**src/rtl/types_pkg.sv**
```systemverilog
// Shared types for the multi-cycle RV32I control path: state and ALU encodings,
// opcode constants and the immediate-format decode.
package types_pkg;

    localparam int XLEN = 32;

    typedef enum logic [3:0] {
        S_FETCH    = 4'd0,
        S_DECODE   = 4'd1,
        S_MEMADR   = 4'd2,
        S_MEMREAD  = 4'd3,
        S_MEMWB    = 4'd4,
        S_MEMWRITE = 4'd5,
        S_EXECUTER = 4'd6,
        S_EXECUTEI = 4'd7,
        S_ALUWB    = 4'd8,
        S_BRANCH   = 4'd9,
        S_JAL      = 4'd10
    } ctrl_state_t;

    typedef enum logic [3:0] {
        ALU_ADD  = 4'b0000,
        ALU_SUB  = 4'b0001,
        ALU_AND  = 4'b0010,
        ALU_OR   = 4'b0011,
        ALU_XOR  = 4'b0100,
        ALU_SLT  = 4'b0101,
        ALU_SLTU = 4'b0110,
        ALU_SLL  = 4'b0111,
        ALU_SRL  = 4'b1000,
        ALU_SRA  = 4'b1001
    } alu_ctrl_t;

    localparam logic [6:0] OP_LOAD   = 7'b0000011;
    localparam logic [6:0] OP_STORE  = 7'b0100011;
    localparam logic [6:0] OP_R      = 7'b0110011;
    localparam logic [6:0] OP_I      = 7'b0010011;
    localparam logic [6:0] OP_BRANCH = 7'b1100011;
    localparam logic [6:0] OP_JAL    = 7'b1101111;

    // Immediate format is a pure function of the opcode, independent of state.
    function automatic logic [1:0] imm_src_of(input logic [6:0] op);
        logic [1:0] imm;
        case (op)
            OP_LOAD:   imm = 2'b00;
            OP_I:      imm = 2'b00;
            OP_STORE:  imm = 2'b01;
            OP_BRANCH: imm = 2'b10;
            OP_JAL:    imm = 2'b11;
            default:   imm = 2'b00;
        endcase
        return imm;
    endfunction

endpackage

```
**src/rtl/multicycle_ctrl_alu_decoder.sv**
```systemverilog
// ALU operation decode for R- and I-type execute cycles; yields ADD when not enabled.
module alu_decoder
    import types_pkg::*;
(
    input  logic [6:0] op,
    input  logic [2:0] funct3,
    input  logic       funct7b5,
    input  logic       alu_en,
    output alu_ctrl_t  ALUControl
);

    // funct7b5 selects SUB only for R-type; for addi it is immediate bits.
    always_comb begin
        ALUControl = ALU_ADD;
        if (alu_en) begin
            case (funct3)
                3'b000: begin
                    if ((op == OP_R) && funct7b5) ALUControl = ALU_SUB;
                    else                          ALUControl = ALU_ADD;
                end
                3'b001: ALUControl = ALU_SLL;
                3'b010: ALUControl = ALU_SLT;
                3'b011: ALUControl = ALU_SLTU;
                3'b100: ALUControl = ALU_XOR;
                3'b101: begin
                    if (funct7b5) ALUControl = ALU_SRA;
                    else          ALUControl = ALU_SRL;
                end
                3'b110: ALUControl = ALU_OR;
                3'b111: ALUControl = ALU_AND;
                default: ALUControl = ALU_ADD;
            endcase
        end else begin
            ALUControl = ALU_ADD;
        end
    end

endmodule

```
**src/rtl/multicycle_ctrl.sv**
```systemverilog
// Moore sequencing controller for the multi-cycle RV32I core: one state register,
// all strobes and selects decoded combinationally, shared memory via req/ready.
module multicycle_ctrl
    import types_pkg::*;
(
    input  logic       clk,
    input  logic       Reset,
    input  logic [6:0] op,
    input  logic [2:0] funct3,
    input  logic       funct7b5,
    input  logic       Zero,
    input  logic       mem_ready,
    output logic       mem_req,
    output logic       MemWrite,
    output logic       AdrSrc,
    output logic       IRWrite,
    output logic       PCWrite,
    output logic       RegWrite,
    output logic [1:0] ALUSrcA,
    output logic [1:0] ALUSrcB,
    output logic [3:0] ALUControl,
    output logic [1:0] ImmSrc,
    output logic [1:0] ResultSrc,
    output logic       illegal_instr,
    output logic [3:0] state_o
);

    ctrl_state_t state_q;
    ctrl_state_t state_d;
    logic        alu_en_s;
    alu_ctrl_t   alu_dec_s;

    assign alu_en_s = (state_q == S_EXECUTER) || (state_q == S_EXECUTEI);

    alu_decoder u_alu_decoder (
        .op         (op),
        .funct3     (funct3),
        .funct7b5   (funct7b5),
        .alu_en     (alu_en_s),
        .ALUControl (alu_dec_s)
    );

    // State register.
    always_ff @(posedge clk or negedge Reset) begin
        if (!Reset) state_q <= S_FETCH;
        else        state_q <= state_d;
    end

    // Next-state and output decode.
    always_comb begin
        state_d       = state_q;
        mem_req       = 1'b0;
        MemWrite      = 1'b0;
        AdrSrc        = 1'b0;
        IRWrite       = 1'b0;
        PCWrite       = 1'b0;
        RegWrite      = 1'b0;
        ALUSrcA       = 2'b00;
        ALUSrcB       = 2'b00;
        ALUControl    = ALU_ADD;
        ResultSrc     = 2'b00;
        illegal_instr = 1'b0;
        ImmSrc        = imm_src_of(op);

        case (state_q)
            S_FETCH: begin
                mem_req   = 1'b1;
                ALUSrcB   = 2'b10;
                ResultSrc = 2'b10;
                IRWrite   = mem_ready;
                PCWrite   = mem_ready;
                if (mem_ready) state_d = S_DECODE;
                else           state_d = S_FETCH;
            end
            S_DECODE: begin
                ALUSrcA = 2'b01;
                ALUSrcB = 2'b01;
                case (op)
                    OP_LOAD, OP_STORE: state_d = S_MEMADR;
                    OP_R:              state_d = S_EXECUTER;
                    OP_I:              state_d = S_EXECUTEI;
                    OP_BRANCH:         state_d = S_BRANCH;
                    OP_JAL:            state_d = S_JAL;
                    default: begin
                        state_d       = S_FETCH;
                        illegal_instr = 1'b1;
                    end
                endcase
            end
            S_MEMADR: begin
                ALUSrcA = 2'b10;
                ALUSrcB = 2'b01;
                if (op == OP_LOAD) state_d = S_MEMREAD;
                else               state_d = S_MEMWRITE;
            end
            S_MEMREAD: begin
                mem_req = 1'b1;
                AdrSrc  = 1'b1;
                if (mem_ready) state_d = S_MEMWB;
                else           state_d = S_MEMREAD;
            end
            S_MEMWB: begin
                ResultSrc = 2'b01;
                RegWrite  = 1'b1;
                state_d   = S_FETCH;
            end
            S_MEMWRITE: begin
                mem_req  = 1'b1;
                MemWrite = 1'b1;
                AdrSrc   = 1'b1;
                if (mem_ready) state_d = S_FETCH;
                else           state_d = S_MEMWRITE;
            end
            S_EXECUTER: begin
                ALUSrcA    = 2'b10;
                ALUControl = alu_dec_s;
                state_d    = S_ALUWB;
            end
            S_EXECUTEI: begin
                ALUSrcA    = 2'b10;
                ALUSrcB    = 2'b01;
                ALUControl = alu_dec_s;
                state_d    = S_ALUWB;
            end
            S_ALUWB: begin
                RegWrite = 1'b1;
                state_d  = S_FETCH;
            end
            S_BRANCH: begin
                ALUSrcA    = 2'b10;
                ALUControl = ALU_SUB;
                case (funct3)
                    3'b000:  PCWrite = Zero;
                    3'b001:  PCWrite = ~Zero;
                    default: PCWrite = 1'b0;
                endcase
                state_d = S_FETCH;
            end
            S_JAL: begin
                ALUSrcA = 2'b01;
                ALUSrcB = 2'b10;
                PCWrite = 1'b1;
                state_d = S_ALUWB;
            end
            default: begin
                state_d = S_FETCH;
            end
        endcase

        // Gate combinationally so a write coinciding with reset assertion is suppressed.
        if (!Reset) begin
            mem_req       = 1'b0;
            MemWrite      = 1'b0;
            IRWrite       = 1'b0;
            PCWrite       = 1'b0;
            RegWrite      = 1'b0;
            illegal_instr = 1'b0;
            state_d       = S_FETCH;
        end else begin
            state_d = state_d;
        end
    end

    assign state_o = state_q;

endmodule

```
**config.mk**
```make
export PLATFORM = sky130hd
export DESIGN_NAME = multicycle_ctrl
export DESIGN_NICKNAME = d
export VERILOG_FILES = /design/src/rtl/types_pkg.sv /design/src/rtl/multicycle_ctrl_alu_decoder.sv /design/src/rtl/multicycle_ctrl.sv
export SDC_FILE = /design/constraint.sdc
export NUM_CORES = 1
export LEC_CHECK = 0
export ABC_AREA = 1
export BUFFER_PORTS_ARGS = -buffer_cell sky130_fd_sc_hd__buf_2
export CORE_UTILIZATION = 42
export CTS_CLUSTER_DIAMETER = 100
export DETAILED_ROUTE_END_ITERATION = 10
export GPL_TIMING_DRIVEN = 0
export MAX_ROUTING_LAYER = met4
export PLACE_DENSITY = 0.78
export SYNTH_ARGS = -nofsm -noshare
export SYNTH_HDL_FRONTEND = slang
export SYNTH_SLANG_ARGS = --single-unit
```
**constraint.sdc**
```tcl
create_clock -name clk -period 1.33 [get_ports clk]
set_input_delay 0 -clock clk [delete_from_list [all_inputs] [get_ports clk]]
set_output_delay 0 -clock clk [all_outputs]
set_load 0.005 [all_outputs]
```
== After elaboration in Yosys (flattened, before gate mapping) ==
Cells that the tools add are included.
Cells by class
  reductions and logical operators: 15
  multiplexer cells: 31
  eq/ne operators: 23
  bitwise logic cells: 1
Operators with widths (count)
  4-bit one-hot mux with 8 select lines: 1
  4-bit one-hot mux with 6 select lines: 1
  4-bit one-hot mux with 5 select lines: 1
  4-bit by 3-bit == test with 1-bit output (second input constant): 4
  1-bit 2-to-1 mux: 16
  7-bit by 6-bit == test with 1-bit output (second input constant): 2
  7-bit == test (second input constant): 2
  3-bit == test (second input constant): 4
  4-bit == test (second input constant): 3
  2-bit one-hot mux with 2 select lines: 3
  2-bit OR reduction: 6
  3-bit 2-to-1 mux: 3
  3-bit OR reduction: 3
  4-bit by 2-bit == test with 1-bit output (second input constant): 2
  4-bit 2-to-1 mux: 2
  4-bit one-hot mux with 2 select lines: 1
  7-bit by 2-bit == test with 1-bit output (second input constant): 1
  7-bit by 5-bit == test with 1-bit output (second input constant): 1
  3-bit by 2-bit == test with 1-bit output (second input constant): 2
  2-bit one-hot mux with 3 select lines: 1
  6-bit OR reduction: 1
  4-bit by 1-bit == test with 1-bit output (second input constant): 1
  4-bit zero test: 1
  4-bit OR reduction: 1
  7 further kinds: 7
Storage, ports and cells
  register bits after elaboration: 4
  output and inout port bits: 23
  word-level logic and storage cells: 71

== Logic depth before layout (Yosys ltp) ==
  depth after elaboration: 6
  gate-level depth with buffers: 8
  depth with buffers taken out: 8

== Cells and area by module ==
From an unflattened synthesis, not the netlist that was laid out.
Unflattened totals
  cells, all modules: 134
  area, all modules: 679.4 um^2
By module, submodules not included
  multicycle_ctrl: times used 1, cells each 108, area an instance 565.5 um^2, seq. area each 100.1 um^2
  alu_decoder: times used 1, cells each 26, area an instance 113.9 um^2, seq. area each 0.0 um^2

== Worst setup path after synthesis ==
OpenSTA, ideal clock, no wires.
  path type: reg2reg
  start: reg state_q[2], in the netlist state_o[2]
  end: reg state_q[2], in the netlist state_o[2]
  setup slack: 0.250 ns
  data arrival time: 1.018 ns
  stages on the path, launching flop included: 8
  period minus slack after synthesis: 1.080 ns
  required time: 1.268 ns
  setup time: 0.062 ns
  path buffers: 0
  path through: dfrtp_1 -> nor2_4 -> inv_2 -> nor2_4 -> nand3_1 -> nand3_1 -> nand2_1 -> inv_1
Between the ends
  cells in the longest elaborated chain, start to end: 4
  elaborated cells between the ends (all ways): 11
  those cells by class: eq/ne: 7; mux: 2; reduce/logical: 2
Ends and longest elaborated chain
  from (decl): RTL line multicycle_ctrl.sv:28  | ctrl_state_t state_q;
  from (signal assigned): RTL line multicycle_ctrl.sv:46  | else state_q <= state_d;
  4-bit by 3-bit == test with 1-bit output / 4-bit == test (equally long branches): RTL line multicycle_ctrl.sv:65  | case (state_q)
  3-bit OR reduction (no source line)
  4-bit one-hot mux with 6 select lines *: RTL line multicycle_ctrl.sv:65
  4-bit 2-to-1 mux *: RTL line multicycle_ctrl.sv:151  | if (!Reset) begin
  named net state_d[2]: RTL line multicycle_ctrl.sv:29  | ctrl_state_t state_d;
The timed path passes the listed nets; every way through them passes the cells marked *.

== Worst setup path after layout ==
  start: reg state_q[3], in the netlist state_o[3]
  end: out PCWrite
Between the ends
  cells in the longest elaborated chain, start to end: 3
  elaborated cells between the ends (all ways): 5
  those cells by class: eq/ne: 2; mux: 2; reduce/logical: 1
Ends and longest elaborated chain
  4-bit == test / 4-bit zero test (equally long branches): RTL line multicycle_ctrl.sv:65
  1-bit one-hot mux with 3 select lines *: RTL line multicycle_ctrl.sv:65
  1-bit 2-to-1 mux *: RTL line multicycle_ctrl.sv:151
  to (decl): RTL line multicycle_ctrl.sv:17  | output logic PCWrite,
Mark *: on every way between the ends. The rest lies on a longest branch, timed or not.

==> results.toml <==
[global_routing]
grt_pass1_vias = 768
grt_util_all_layers_pct = 26.3
antenna_found_initial = 0
gr-total-overflow = 0
grt_pass1_wl_um = 2950
grt_max_degree = 8

[critical_path]
crit_end = "PCWrite"
rr_endpoint = "state_o[2]"
cp_cell_sequence = "inv_2 > nor2_4 > inv_2 > nor2_2 > o21ai_1 > a21oi_1 > buf_2"
path_common_cell = "inv_2"
crit_required_ps = 1330
endpoint_kind = "output port"
crit_slowest_cell = "dfrtp_2"
reg2reg_from = "state_o[2]"
r2r_slack_ps = 80
crit_fanout = 4
crit_type = "reg2out"
slowest_delay_ps = 440
start_kind = "flip-flop"
crit_path_start = "state_o[3]"
r2r_cells = 8
critical_path_arrival_ps = 1360

[status]
failed_checks = "setup timing"
outcome = "finished with violations"

[clocking]
clock-sinks = 4
cts_buffer_depth = 2
clk_pin_slew_ps = 40
insertion_delay_ps = 230
cts-root-buf = "clkbuf_4"
cts_max_level = 1
cts_tree = "built"
cts_buffers = 3

[synthesis]
synth_cell_types = 16
synth_seq_cells = 4
synth.area.top_cells = "nand2_1 17%, dfrtp_1 16%, inv_1 15%, nor2_1 11%, nand3_1 9.4%"
syn_area_um2 = 636
synth_area_per_cell_um2 = 5.13
ys_seq_area_share_pct = 15.7
syn_nets = 139
netlist_instances = 124
ys.warnings.count = 0
yosys.area.top_type_share_pct = 16.5
synth_top_area_cell = "nand2_1"

[place]
dp_hpwl_um = 1450
finalWeightedCongestion = 0.798
io_buffers = 37
place_area_um2 = 840
placed_cells = 176
dp_slack_ps = 134

[route]
wl_per_cell_um = 11.2
routedLengthMet1_um = 840
routed-wl-met3_um = 135
drtIter0Drc = 34
drt-total-wl_um = 2070
dr.pass1.iters = 4
wl_met2_um = 1070
vias = 966
ant_nets = 0
drc = 0
top_layer_used = "met4"
viasPerCell = 5.22

[layout]
multi_input_area_um2 = 484
drive_gt1_share_pct = 44.1
area_growth_pct = 54.1
final_area_um2 = 980
seqCellArea_um2 = 105
antenna_cells = 0
instances_no_fill = 185
largest_reg_flops = 4
n_fill_cell = 112
nNetsFinal = 187

[floorplan]
rows = 13
dieArea_um2 = 1670
io_pins = 38
start_util_pct = 47.1
fp.dieW_um = 40.9
core_area_um2 = 1350
die_h_um = 40.9

[timing]
slew_headroom_pct = 82.1
fmax_mhz = 733
tightest_slew_ps = 269
hold_violations = 0
min_period_over_period_pct = 103
skew_ps = 5.37
layout_min_cycle_time_ps = 1360
fin_ws_ps = -33.5
setup_viol = 1
rsz0062_at_grt = "yes"
slew_violations = 0

[min_path]
hp-class = "in2reg"
hold_path_depth = 3

[job]
cap_violations = 0

[power]
p_per_area_nw_per_um2 = 429
peakVddDrop_mv = 0.250
p_leak_nw = 0.632
==> layer usage <==
layer / vias up / GRT usage, %
li1: 478 / -
met1: 433 / 31.7
met2: 51 / 47.7
met3: 4 / 1.63
met4: 0 / 5.00
met5: - / -
==> Yosys cell counts <==
master and count:
inv_2 5, dfrtp_1 4, a21oi_1 8, nand2_2 3
a211oi_1 1, o21ai_1 3, nor2_1 19, nand2_1 28
o21ai_0 4, o211ai_1 1, nand3_1 12, nor3_1 5
and3_1 1, nor2_4 3, inv_1 25, nor2_2 2
==> worst min-delay path by stage <==
stage,to,slack [ps],startpoint
floorplan,state_o[0],-300,Reset
CTS,state_o[2],30,Reset
detailed placement,state_o[0],-160,Reset
global route,state_o[2],30,Reset
finish,state_o[2],40,Reset
global placement,state_o[3],-170,Reset
==> cell type report <==
class                   count  area share [%]
clock buffers               3            2.30
well taps                  15            1.92
flip-flops and latches      4            10.7
inverters                  30            11.5
multi-input cells          90            49.4
repair buffers             43            24.1
==> metrics by stage <==
stage | hold slack, ps | util [%] | TNS [ps] | total power [W]
detailed placement | -165 | 62.2 | 0 | 0.000251
global placement | -167 | 62.2 | 0 | 0.000248
global route | 33.7 | 72.6 | -444 | 0.000464
CTS | 31.2 | 66.5 | -61.3 | 0.000411
floorplan | -296 | - | 0 | 0.000191
finish | 40.9 | 72.6 | -33.5 | 0.000420
==> placed cells by master, fill, tap and decap left out, types with 2 or more instances in the layout <==
cell type,synthesis,layout
buf_2,0,37
inv_1,25,24
nand2_1,28,24
nor2_1,19,16
nand3_1,12,11
a21oi_1,8,8
inv_2,5,6
nor2_4,3,5
nand2_2,3,5
buf_4,0,4
dfrtp_2,0,4
nor2_2,2,3
o21ai_0,4,3
nor3_1,5,3
o21ai_1,3,3
clkbuf_4,0,3
nor3_2,0,2
nand2_4,0,2
==> power breakdown <==
part / internal [W] / switching (W)
clock: 0.000101 / 0.0000482
sequential: 0.000125 / 0.00000553
combinational: 0.0000593 / 0.0000816
total: 0.000285 / 0.000135
==> critical path: cells and delay by family (launching register included) <==
family	cells	cell delay [ps]
AO/OA/AOI/OAI	2	200
flip-flops	1	440
buffers and inverters	3	260
AND/OR/NAND/NOR	2	230
==> cells by family (layout without fill, tap and decap cells) <==
group | count (synthesis) | count (layout) | share of synthesized area, %
and+or+nand+nor | 73 | 73 | 52.4
buffers and inverters | 30 | 76 | 17.7
AOI/OAI and AO/OA | 17 | 17 | 14.2
DFF | 4 | 4 | 15.7
==> timing repair <==
item | in CTS | in global routing
endpoints found under the hold margin | 4 | 0
endpoints found under the setup margin | 4 | 10
gates cloned | 0 | 0
hold buffers | 1 | 0
setup buffers | 2 | 3
resized for setup | 5 | 18
pin swaps | 2 | 8
Power figures use the tool's default switching activity.
